`src/rtl/fib_disp_pkg.sv`:
```
// Shared definitions for the Fibonacci display engine: segment patterns,
// converter state encoding and small elaboration-time helpers.
package fib_disp_pkg;

  // Active-low patterns, bit order {g,f,e,d,c,b,a}
  localparam logic [6:0] SEG_0     = 7'b1000000;
  localparam logic [6:0] SEG_1     = 7'b1111001;
  localparam logic [6:0] SEG_2     = 7'b0100100;
  localparam logic [6:0] SEG_3     = 7'b0110000;
  localparam logic [6:0] SEG_4     = 7'b0011001;
  localparam logic [6:0] SEG_5     = 7'b0010010;
  localparam logic [6:0] SEG_6     = 7'b0000010;
  localparam logic [6:0] SEG_7     = 7'b1111000;
  localparam logic [6:0] SEG_8     = 7'b0000000;
  localparam logic [6:0] SEG_9     = 7'b0010000;
  localparam logic [6:0] SEG_BLANK = 7'b1111111;

  typedef enum logic [1:0] {
    IDLE  = 2'd0,
    SHIFT = 2'd1,
    DONE  = 2'd2
  } conv_state_t;

  function automatic logic [6:0] seg_decode(input logic [3:0] nibble);
    logic [6:0] seg;
    case (nibble)
      4'd0:    seg = SEG_0;
      4'd1:    seg = SEG_1;
      4'd2:    seg = SEG_2;
      4'd3:    seg = SEG_3;
      4'd4:    seg = SEG_4;
      4'd5:    seg = SEG_5;
      4'd6:    seg = SEG_6;
      4'd7:    seg = SEG_7;
      4'd8:    seg = SEG_8;
      4'd9:    seg = SEG_9;
      default: seg = SEG_BLANK;
    endcase
    return seg;
  endfunction

  function automatic int dec_max(input int n);
    int r;
    r = 1;
    for (int i = 0; i < n; i++) begin
      r = r * 10;
    end
    return r - 1;
  endfunction

endpackage

```
`src/rtl/bin2bcd_seq.sv`:
```
// Sequential shift-and-add-3 binary-to-BCD converter; one bit per cycle,
// result valid while done is high.
module bin2bcd_seq
  import fib_disp_pkg::*;
#(
  parameter int VAL_W    = 14,
  parameter int N_DIGITS = 4
) (
  input  logic                  clk_100,
  input  logic                  reset,
  input  logic                  start,
  input  logic [VAL_W-1:0]      bin,
  output logic                  busy,
  output logic                  done,
  output logic [4*N_DIGITS-1:0] bcd
);

  localparam int BCD_W = 4 * N_DIGITS;
  localparam int CNT_W = $clog2(VAL_W + 1);

  conv_state_t      state_reg, state_next;
  logic [VAL_W-1:0] shift_reg, shift_next;
  logic [BCD_W-1:0] bcd_reg, bcd_next;
  logic [CNT_W-1:0] cnt_reg, cnt_next;
  logic [BCD_W-1:0] bcd_adj;

  // Pre-shift correction keeps every nibble a valid decimal digit after doubling
  genvar gi;
  generate
    for (gi = 0; gi < N_DIGITS; gi++) begin : g_adj
      assign bcd_adj[4*gi +: 4] = (bcd_reg[4*gi +: 4] >= 4'd5) ?
                                  bcd_reg[4*gi +: 4] + 4'd3 : bcd_reg[4*gi +: 4];
    end
  endgenerate

  always_ff @(posedge clk_100) begin
    if (reset) begin
      state_reg <= IDLE;
      shift_reg <= '0;
      bcd_reg   <= '0;
      cnt_reg   <= '0;
    end else begin
      state_reg <= state_next;
      shift_reg <= shift_next;
      bcd_reg   <= bcd_next;
      cnt_reg   <= cnt_next;
    end
  end

  always_comb begin
    state_next = state_reg;
    shift_next = shift_reg;
    bcd_next   = bcd_reg;
    cnt_next   = cnt_reg;
    case (state_reg)
      IDLE: begin
        if (start) begin
          shift_next = bin;
          bcd_next   = '0;
          cnt_next   = '0;
          state_next = SHIFT;
        end
      end
      SHIFT: begin
        {bcd_next, shift_next} = {bcd_adj, shift_reg} << 1;
        cnt_next = cnt_reg + 1'b1;
        if (cnt_reg == CNT_W'(VAL_W - 1)) begin
          state_next = DONE;
        end
      end
      DONE: begin
        state_next = IDLE;
      end
      default: begin
        state_next = IDLE;
      end
    endcase
  end

  assign busy = (state_reg != IDLE);
  assign done = (state_reg == DONE);
  assign bcd  = bcd_reg;

endmodule

```
`src/rtl/fib_disp_core.sv`:
```
// Single-clock Fibonacci display engine driving a multiplexed common-anode
// 7-segment display. Optional feature macro: LEADING_ZERO_BLANK_EN.
module fib_disp_core
  import fib_disp_pkg::*;
#(
  parameter  int N_DIGITS    = 4,
  parameter  int REFRESH_DIV = 100_000,
  parameter  int STEP_DIV    = 10_000_000,
  parameter  int OVF_MODE    = 0,
  localparam int VAL_W       = $clog2(10**N_DIGITS)
) (
  input  logic                clk_100,
  input  logic                reset,
  input  logic                run,
  output logic [VAL_W-1:0]    fn,
  output logic                ovf,
  output logic [6:0]          seg,
  output logic [N_DIGITS-1:0] an
);

  localparam int BCD_W  = 4 * N_DIGITS;
  localparam int REF_W  = (REFRESH_DIV > 1) ? $clog2(REFRESH_DIV) : 1;
  localparam int STEP_W = (STEP_DIV > 1) ? $clog2(STEP_DIV) : 1;
  localparam int IDX_W  = (N_DIGITS > 1) ? $clog2(N_DIGITS) : 1;
  localparam logic [VAL_W:0] MAX_B = (VAL_W + 1)'(dec_max(N_DIGITS));

  logic [REF_W-1:0]  ref_cnt_reg;
  logic [STEP_W-1:0] step_cnt_reg;
  logic              refresh_tick, step_tick;

  logic [VAL_W-1:0]  a_reg, a_next;
  logic [VAL_W:0]    b_reg, b_next, sum;
  logic              ovf_reg, ovf_next;
  logic              conv_req_reg;

  logic              conv_busy, conv_done;
  logic [BCD_W-1:0]  conv_bcd;
  logic [BCD_W-1:0]  disp_reg;

  logic [IDX_W-1:0]    idx_reg;
  logic [N_DIGITS-1:0] an_reg, an_next, blank_mask;
  logic [6:0]          seg_reg;
  logic [3:0]          sel_nib;
  logic                sel_blank;

  assign refresh_tick = (ref_cnt_reg == REF_W'(REFRESH_DIV - 1));
  assign step_tick    = (step_cnt_reg == STEP_W'(STEP_DIV - 1));

  always_ff @(posedge clk_100) begin
    if (reset) begin
      ref_cnt_reg  <= '0;
      step_cnt_reg <= '0;
    end else begin
      ref_cnt_reg  <= refresh_tick ? '0 : ref_cnt_reg + 1'b1;
      step_cnt_reg <= step_tick ? '0 : step_cnt_reg + 1'b1;
    end
  end

  assign sum = {1'b0, a_reg} + b_reg;

  always_comb begin
    a_next   = a_reg;
    b_next   = b_reg;
    ovf_next = ovf_reg;
    if (step_tick && run && !conv_busy) begin
      if (b_reg <= MAX_B) begin
        a_next = b_reg[VAL_W-1:0];
        b_next = sum;
      end else begin
        ovf_next = 1'b1;
        if (OVF_MODE == 0) begin
          a_next = '0;
          b_next = {{VAL_W{1'b0}}, 1'b1};
        end
      end
    end
  end

  // A change of a raises a request that stays pending until the converter is idle
  always_ff @(posedge clk_100) begin
    if (reset) begin
      a_reg        <= '0;
      b_reg        <= {{VAL_W{1'b0}}, 1'b1};
      ovf_reg      <= 1'b0;
      conv_req_reg <= 1'b1;
    end else begin
      a_reg   <= a_next;
      b_reg   <= b_next;
      ovf_reg <= ovf_next;
      if (a_next != a_reg) begin
        conv_req_reg <= 1'b1;
      end else if (!conv_busy) begin
        conv_req_reg <= 1'b0;
      end
    end
  end

  bin2bcd_seq #(
    .VAL_W    (VAL_W),
    .N_DIGITS (N_DIGITS)
  ) u_conv (
    .clk_100 (clk_100),
    .reset   (reset),
    .start   (conv_req_reg),
    .bin     (a_reg),
    .busy    (conv_busy),
    .done    (conv_done),
    .bcd     (conv_bcd)
  );

  always_ff @(posedge clk_100) begin
    if (reset) begin
      disp_reg <= '0;
    end else if (conv_done) begin
      disp_reg <= conv_bcd;
    end
  end

  genvar gi;
  generate
`ifdef LEADING_ZERO_BLANK_EN
    for (gi = 0; gi < N_DIGITS; gi++) begin : g_blank
      if (gi == 0) begin : g_lsd
        assign blank_mask[gi] = 1'b0;
      end else begin : g_upper
        assign blank_mask[gi] = (disp_reg[BCD_W-1:4*gi] == '0);
      end
    end
`else
    assign blank_mask = '0;
`endif
    for (gi = 0; gi < N_DIGITS; gi++) begin : g_an
      assign an_next[gi] = (idx_reg != IDX_W'(gi));
    end
  endgenerate

  always_comb begin
    sel_nib   = '0;
    sel_blank = 1'b0;
    for (int i = 0; i < N_DIGITS; i++) begin
      if (idx_reg == IDX_W'(i)) begin
        sel_nib   = disp_reg[4*i +: 4];
        sel_blank = blank_mask[i];
      end
    end
  end

  always_ff @(posedge clk_100) begin
    if (reset) begin
      idx_reg <= '0;
      an_reg  <= ~(N_DIGITS'(1));
      seg_reg <= SEG_0;
    end else begin
      if (refresh_tick) begin
        idx_reg <= (idx_reg == IDX_W'(N_DIGITS - 1)) ? '0 : idx_reg + 1'b1;
      end
      an_reg  <= an_next;
      seg_reg <= sel_blank ? SEG_BLANK : seg_decode(sel_nib);
    end
  end

  assign fn  = a_reg;
  assign ovf = ovf_reg;
  assign seg = seg_reg;
  assign an  = an_reg;

endmodule

```
`config.mk`:
```
export PLATFORM = sky130hd
export DESIGN_NAME = fib_disp_core
export DESIGN_NICKNAME = d
export VERILOG_FILES = /design/src/rtl/fib_disp_pkg.sv /design/src/rtl/bin2bcd_seq.sv /design/src/rtl/fib_disp_core.sv
export SDC_FILE = /design/constraint.sdc
export NUM_CORES = 1
export LEC_CHECK = 0
export BUFFER_PORTS_ARGS = -buffer_cell sky130_fd_sc_hd__clkbuf_2
export CAP_MARGIN = 20
export CORE_MARGIN = 5
export CORE_UTILIZATION = 38
export DETAILED_ROUTE_END_ITERATION = 6
export GPL_ROUTABILITY_DRIVEN = 0
export PLACE_DENSITY = 0.64
export SLEW_MARGIN = 20
export SYNTH_ARGS = -nofsm -noshare
export SYNTH_HDL_FRONTEND = slang
export SYNTH_SLANG_ARGS = --single-unit
```
`constraint.sdc`:
```
create_clock -name clk_100 -period 3.5 [get_ports clk_100]
set_input_delay 0.175 -clock clk_100 [delete_from_list [all_inputs] [get_ports clk_100]]
set_output_delay 0.175 -clock clk_100 [all_outputs]
set_load 0.02 [all_outputs]
```
==> results_dict.tcl, run 1 <==
set metrics [dict create \
    status "completed" \
    gr-total-overflow 0 \
    area_growth_pct 12.6 \
    postLayoutCoreUtil 0.432 \
    hold_ws_ns 0.0620 \
    hp-start "reset" \
    cts.clk_slew.worst_paths_ns 0.06 \
    met1_usage 0.208 \
    synth-edff-count 0 \
    synthCells 836 \
    fin_total_pwr_mw 3.54 \
    cts_buffers 17 \
    grt_pass1_wl_um 25900 \
    power.density_mw_per_mm2 458 \
    antenna_cells 0 \
    largest_reg_flops 24 \
    cp_slowest_cell "fa_1" \
    reg2reg_slack_ns 0.88 \
    worstPathCellList "ha_1 > fa_1 > a211oi_1 > o21ai_0 > a211oi_1 > o31ai_1 > xor2_1 > a32o_1" \
    post_cts_resized 0 \
    critPathTopFamily "compound AO/OA/AOI/OAI gates" \
    ant_nets 0 \
    first_pass_iters 5 \
    relSlewSlack 0.321 \
    detailed_place_hpwl_um 10300 \
    finalCritPeriodShare 0.749 \
    max-vdd-ir-drop_uv 356 \
    cellLeakagePower_nw 2.88 \
    crit_path_frequent_cell "a211oi_1" \
    grt_use_met3 0.0387 \
    synth_nets 875 \
    vias_per_cell 5.29 \
    drive_above_1_share 0.0941 \
    hold_depth 2 \
    fmax_mhz 381 \
    crit_path_start_kind "flip-flop" \
    yosys_warnings 0 \
    synth_ff_type "dfxtp_1" \
    grtUsageTotal 0.153 \
    busiest_layer "met2" \
    clockBufferDepth 2 \
    grt_util_met2 0.234 \
    ys_seq_area_frac 0.399 \
    end_kind "flip-flop" \
    die-area_mm2 0.0209 \
    critPathMaxFanout 6 \
    postSynthAreaPerCell_um2 8.22 \
    core_mm2 0.0179 \
    drc_errors 0 \
    worst-path-buf-inv 0 \
    skew_ns 0.00935 \
    postCtsHoldBufs 0 \
    die_y_um 145 \
    cts_tree "built" \
    cts_sinks 137 \
    tightest_slew_ns 1.01 \
    htree_levels 4 \
    drt_iter0_drc 310 \
    cp.required_ns 3.82 \
    grt_start_max_net_pins 74 \
    drt-total-wl_um 15300 \
    ys_top_cells_by_area "dfxtp_1, ha_1, nand2_1" \
    cap_viol_max_count 0 \
    num_io_pins 29 \
    tns_ns 0 \
    post_drt_wl_per_cell_um 14.1 \
    nets 887 \
    die_w_um 145 \
    syn_area_mm2 0.00687 \
    async_flop_share 0 \
    synth_top_cell_by_area "dfxtp_1" \
    root_buffer "clkbuf_16" \
    critical_path_arrival_ns 2.94 \
    timing.rr.start "fn[0]$_SDFF_PP0_" \
    initial_core_util 0.384 \
    postSynthRegisterBits 137 \
    setup_violations 0 \
    worstSetupPathType "reg -> reg" \
    fin_crit_ns 2.62 \
    slew_viol_final 0 \
    finalHoldViolCount 0 \
    hold_class "in -> reg" \
    num_vias 5765 \
    synth_top_area_frac 0.399 \
    rsz0062_at_grt "false" \
    min_to "fn[2]$_SDFF_PP0_" \
    slowest_delay_ns 0.42 \
    ff2ff_path_depth 8 \
    grt_pass1_vias 5352 \
    io_buffers 28 \
    antenna_found_initial 0 \
    cts_setup_buffers 0 \
    rows 49 \
    worstReg2RegEnd "b_reg[12]$_SDFFE_PP0N_" \
    synth.distinct_cells 69 \
    clock_latency_ns 0.42 \
    startpoint "fn[0]$_SDFF_PP0_" \
]
[logic make-up (layout without fill, tap and decap cells)]
| kind of cell | Yosys count | after routing | share of synthesized area |
|---|---|---|---|
| AO/OA/AOI/OAI | 193 | 193 | 0.181 |
| XOR/XNOR | 53 | 53 | 0.0675 |
| adder cells (fa/ha/maj) | 36 | 36 | 0.0666 |
| multiplexers | 4 | 4 | 0.00619 |
| buffers and inverters | 89 | 114 | 0.0566 |
| AND/OR/NAND/NOR | 324 | 324 | 0.223 |
| flip-flops | 137 | 137 | 0.399 |
[per-layer routing]
layer / part of all wire / vias to the layer above / wire length (µm)
li1: - / 2951 / -
met5: 0 / - / 0
met1: 0.49 / 2678 / 7520
met3: 0.050 / 26 / 761
met4: 0.018 / 0 / 273
met2: 0.44 / 110 / 6790
[cell usage after synthesis, types with 3 or more instances]
| cell | number |
|---|---|
| nand3b_1 | 4 |
| nand2b_1 | 9 |
| nor4b_1 | 3 |
| xnor2_1 | 24 |
| nand2_1 | 107 |
| nor2b_1 | 8 |
| a21oi_2 | 5 |
| a32o_1 | 3 |
| or4_1 | 3 |
| buf_6 | 4 |
| nor3_1 | 15 |
| xor2_1 | 29 |
| a211oi_1 | 6 |
| o21bai_1 | 3 |
| dfxtp_1 | 137 |
| o21ai_0 | 18 |
| and3_1 | 10 |
| a31oi_1 | 5 |
| or3_1 | 3 |
| inv_1 | 51 |
| a22oi_1 | 13 |
| and4_1 | 3 |
| a221oi_1 | 14 |
| nand4_1 | 8 |
| nand3_1 | 42 |
| buf_2 | 3 |
| a311oi_1 | 4 |
| a21oi_1 | 77 |
| nor2_1 | 91 |
| a21o_1 | 4 |
| o22ai_1 | 18 |
| clkbuf_1 | 26 |
| nor4_1 | 4 |
| ha_1 | 35 |
[through the flow]
| step | setup WS [ns] | area (µm²) | instances |
|---|---|---|---|
| 2_1_floorplan | 1.12 | 6870 | 836 |
| 3_3_place_gp | 0.950 | 7130 | 1058 |
| 3_5_place_dp | 0.912 | 7130 | 1058 |
| 4_1_cts | 0.913 | 7740 | 1090 |
| 5_1_grt | 0.630 | 7740 | 1090 |
| 6_report | 0.877 | 7740 | 1090 |
[cells in the final DEF, fill, tap and decap left out, types with 6 or more instances in the layout]
cell / synthesis / layout
dfxtp_1: 137 / 137
nand2_1: 107 / 107
nor2_1: 91 / 91
a21oi_1: 77 / 77
inv_1: 51 / 51
nand3_1: 42 / 42
ha_1: 35 / 35
xor2_1: 29 / 29
clkbuf_2: 0 / 27
xnor2_1: 24 / 24
o22ai_1: 18 / 18
o21ai_0: 18 / 18
clkbuf_16: 0 / 17
nor3_1: 15 / 15
a221oi_1: 14 / 14
a22oi_1: 13 / 13
and3_1: 10 / 10
nand2b_1: 9 / 9
nor2b_1: 8 / 8
nand4_1: 8 / 8
a211oi_1: 6 / 6
[cell type report]
class	instances	area, µm²
Clock buffer	20	457
Clock inverter	12	149
Fill cell	1825	10200
Inverter	51	191
Multi-Input combinational cell	610	3750
Sequential cell	137	2740
Tap cell	229	287
Timing Repair Buffer	31	165
[power by group]
part | leakage [nW] | switching, mW | internal, mW
Clock | 0.288 | 0.676 | 1.15
Combinational | 1.49 | 0.0755 | 0.0365
Sequential | 1.11 | 0.0209 | 1.58
Total | 2.88 | 0.772 | 2.77
[worst max path at each step]
| stage | depth (start not counted) | slack, ns | end |
|---|---|---|---|
| 5_1_grt | 8 | 0.63 | b_reg[12]$_SDFFE_PP0N_ |
| 3_5_place_dp | 8 | 0.91 | b_reg[12]$_SDFFE_PP0N_ |
| 3_3_place_gp | 8 | 0.95 | b_reg[12]$_SDFFE_PP0N_ |
| 4_1_cts | 8 | 0.91 | b_reg[12]$_SDFFE_PP0N_ |
| 6_report | 8 | 0.88 | b_reg[12]$_SDFFE_PP0N_ |
| 2_1_floorplan | 8 | 1.12 | b_reg[12]$_SDFFE_PP0N_ |
No activity file was read; power rests on OpenSTA's default activity.
==> run 2: changes to the inputs <==
- clock period: 3.5 -> 2.5 ns (I/O delays scaled with it)
==> results_dict.tcl, run 2 (same netlist as run 1, synthesis figures left out) <==
set metrics [dict create \
    nets 904 \
    cts.clk_slew.worst_paths_ns 0.06 \
    grtUsageTotal 0.154 \
    finalCritPeriodShare 0.924 \
    end_kind "flip-flop" \
    critPathTopFamily "compound AO/OA/AOI/OAI gates" \
    fin_total_pwr_mw 5.01 \
    cts_buffers 17 \
    reg2reg_slack_ns 0.19 \
    vias_per_cell 5.28 \
    postLayoutCoreUtil 0.441 \
    worstSetupPathType "reg -> reg" \
    cp.required_ns 2.81 \
    power.density_mw_per_mm2 634 \
    io_buffers 28 \
    area_growth_pct 14.9 \
    worstReg2RegEnd "b_reg[12]$_SDFFE_PP0N_" \
    final_common_cell "dfxtp_1" \
    worstPathCellList "ha_1 > fa_1 > a211oi_2 > o21ai_0 > a211oi_2 > o31ai_1 > xor2_1 > a32o_1" \
    fin_crit_ns 2.31 \
    worst-path-buf-inv 0 \
    drive_above_1_share 0.115 \
    critPathMaxFanout 3 \
    antenna_found_initial 0 \
    root_buffer "clkbuf_16" \
    skew_ns 0.00581 \
    seq_area_mm2 0.00274 \
    fmax_mhz 433 \
    post_drt_wl_per_cell_um 14.0 \
    crit_path_start_kind "flip-flop" \
    grt_start_max_net_pins 53 \
    rows 49 \
    drt_iter0_drc 463 \
    num_vias 5841 \
    core_mm2 0.0179 \
    tns_ns 0 \
    status "completed" \
    tightest_slew_ns 1.04 \
    clockBufferDepth 2 \
    ff2ff_path_depth 8 \
    multi_input_area_mm2 0.00376 \
    hold_depth 2 \
    largest_reg_flops 24 \
    slowest_delay_ns 0.44 \
    rsz0062_at_grt "false" \
    timing.rr.start "fn[0]$_SDFF_PP0_" \
    cap_viol_max_count 0 \
    min_to "fn[3]$_SDFF_PP0_" \
    postLayoutCellArea_mm2 0.00790 \
    critical_path_arrival_ns 2.62 \
    fillers 1808 \
    num_io_pins 29 \
    die-area_mm2 0.0209 \
    grt_pass1_wl_um 26200 \
    layout_common_cells "dfxtp_1, nand2_1, nor2_1" \
    max-vdd-ir-drop_uv 563 \
    cts_tree "built" \
    die_y_um 145 \
    crit_path_frequent_cell "a211oi_2" \
    htree_levels 4 \
    cts_sinks 137 \
    slew_viol_final 0 \
    cellLeakagePower_nw 2.98 \
    ant_nets 0 \
    place_area_mm2 0.00727 \
    detailed_place_hpwl_um 10500 \
    hp-start "reset" \
    clock_latency_ns 0.42 \
    die_w_um 145 \
    finalHoldViolCount 0 \
    gr-total-overflow 0 \
    relSlewSlack 0.307 \
    hold_ws_ns 0.0695 \
    cts_setup_buffers 0 \
    hold_class "in -> reg" \
    setup_violations 0 \
    grt_pass1_vias 5399 \
    drt-total-wl_um 15500 \
    antenna_cells 0 \
    first_pass_iters 5 \
    drc_errors 0 \
    cp_slowest_cell "fa_1" \
    initial_core_util 0.384 \
]
run 2: area by class of cell:
class	count	area share
Inverter	51	0.0242
Clock inverter	13	0.0214
Timing Repair Buffer	48	0.0387
Multi-Input combinational cell	610	0.476
Tap cell	229	0.0363
Sequential cell	137	0.347
Clock buffer	19	0.0561
run 2: worst max-delay path by stage:
stage,startpoint,endpoint,cells after the start
final,fn[0]$_SDFF_PP0_,b_reg[12]$_SDFFE_PP0N_,8
after floorplan,fn[0]$_SDFF_PP0_,b_reg[12]$_SDFFE_PP0N_,8
after detailed placement,fn[0]$_SDFF_PP0_,b_reg[12]$_SDFFE_PP0N_,8
after global placement,fn[0]$_SDFF_PP0_,b_reg[12]$_SDFFE_PP0N_,8
after global routing,fn[0]$_SDFF_PP0_,b_reg[12]$_SDFFE_PP0N_,8
after CTS,fn[0]$_SDFF_PP0_,b_reg[12]$_SDFFE_PP0N_,8
run 2: metal layers:
metal | vias up | GRT usage | share of wire
li1 | 2980 | - | -
met1 | 2728 | 0.211 | 0.50
met2 | 119 | 0.241 | 0.44
met3 | 14 | 0.0364 | 0.049
met4 | 0 | 0.0481 | 0.014
met5 | - | 0 | 0
run 2: where the power goes:
part | leakage, nW | switching (mW) | total (mW) | internal (mW)
combinational | 1.58 | 0.110 | 0.170 | 0.0599
clock | 0.287 | 0.987 | 2.59 | 1.60
sequential | 1.11 | 0.0275 | 2.24 | 2.22
run 2: timing repair:
action                     CTS  global route
setup endpoints to repair    0             4
hold buffers                 0             0
resized for setup            0             3
run 2: per-stage QoR:
| stage | cells | worst slack, ns |
|---|---|---|
| global route | 1107 | 0.0603 |
| detailed placement | 1075 | 0.0746 |
| CTS | 1107 | 0.0644 |
| floorplan | 836 | 0.118 |
| global placement | 1075 | 0.106 |
| finish | 1107 | 0.191 |
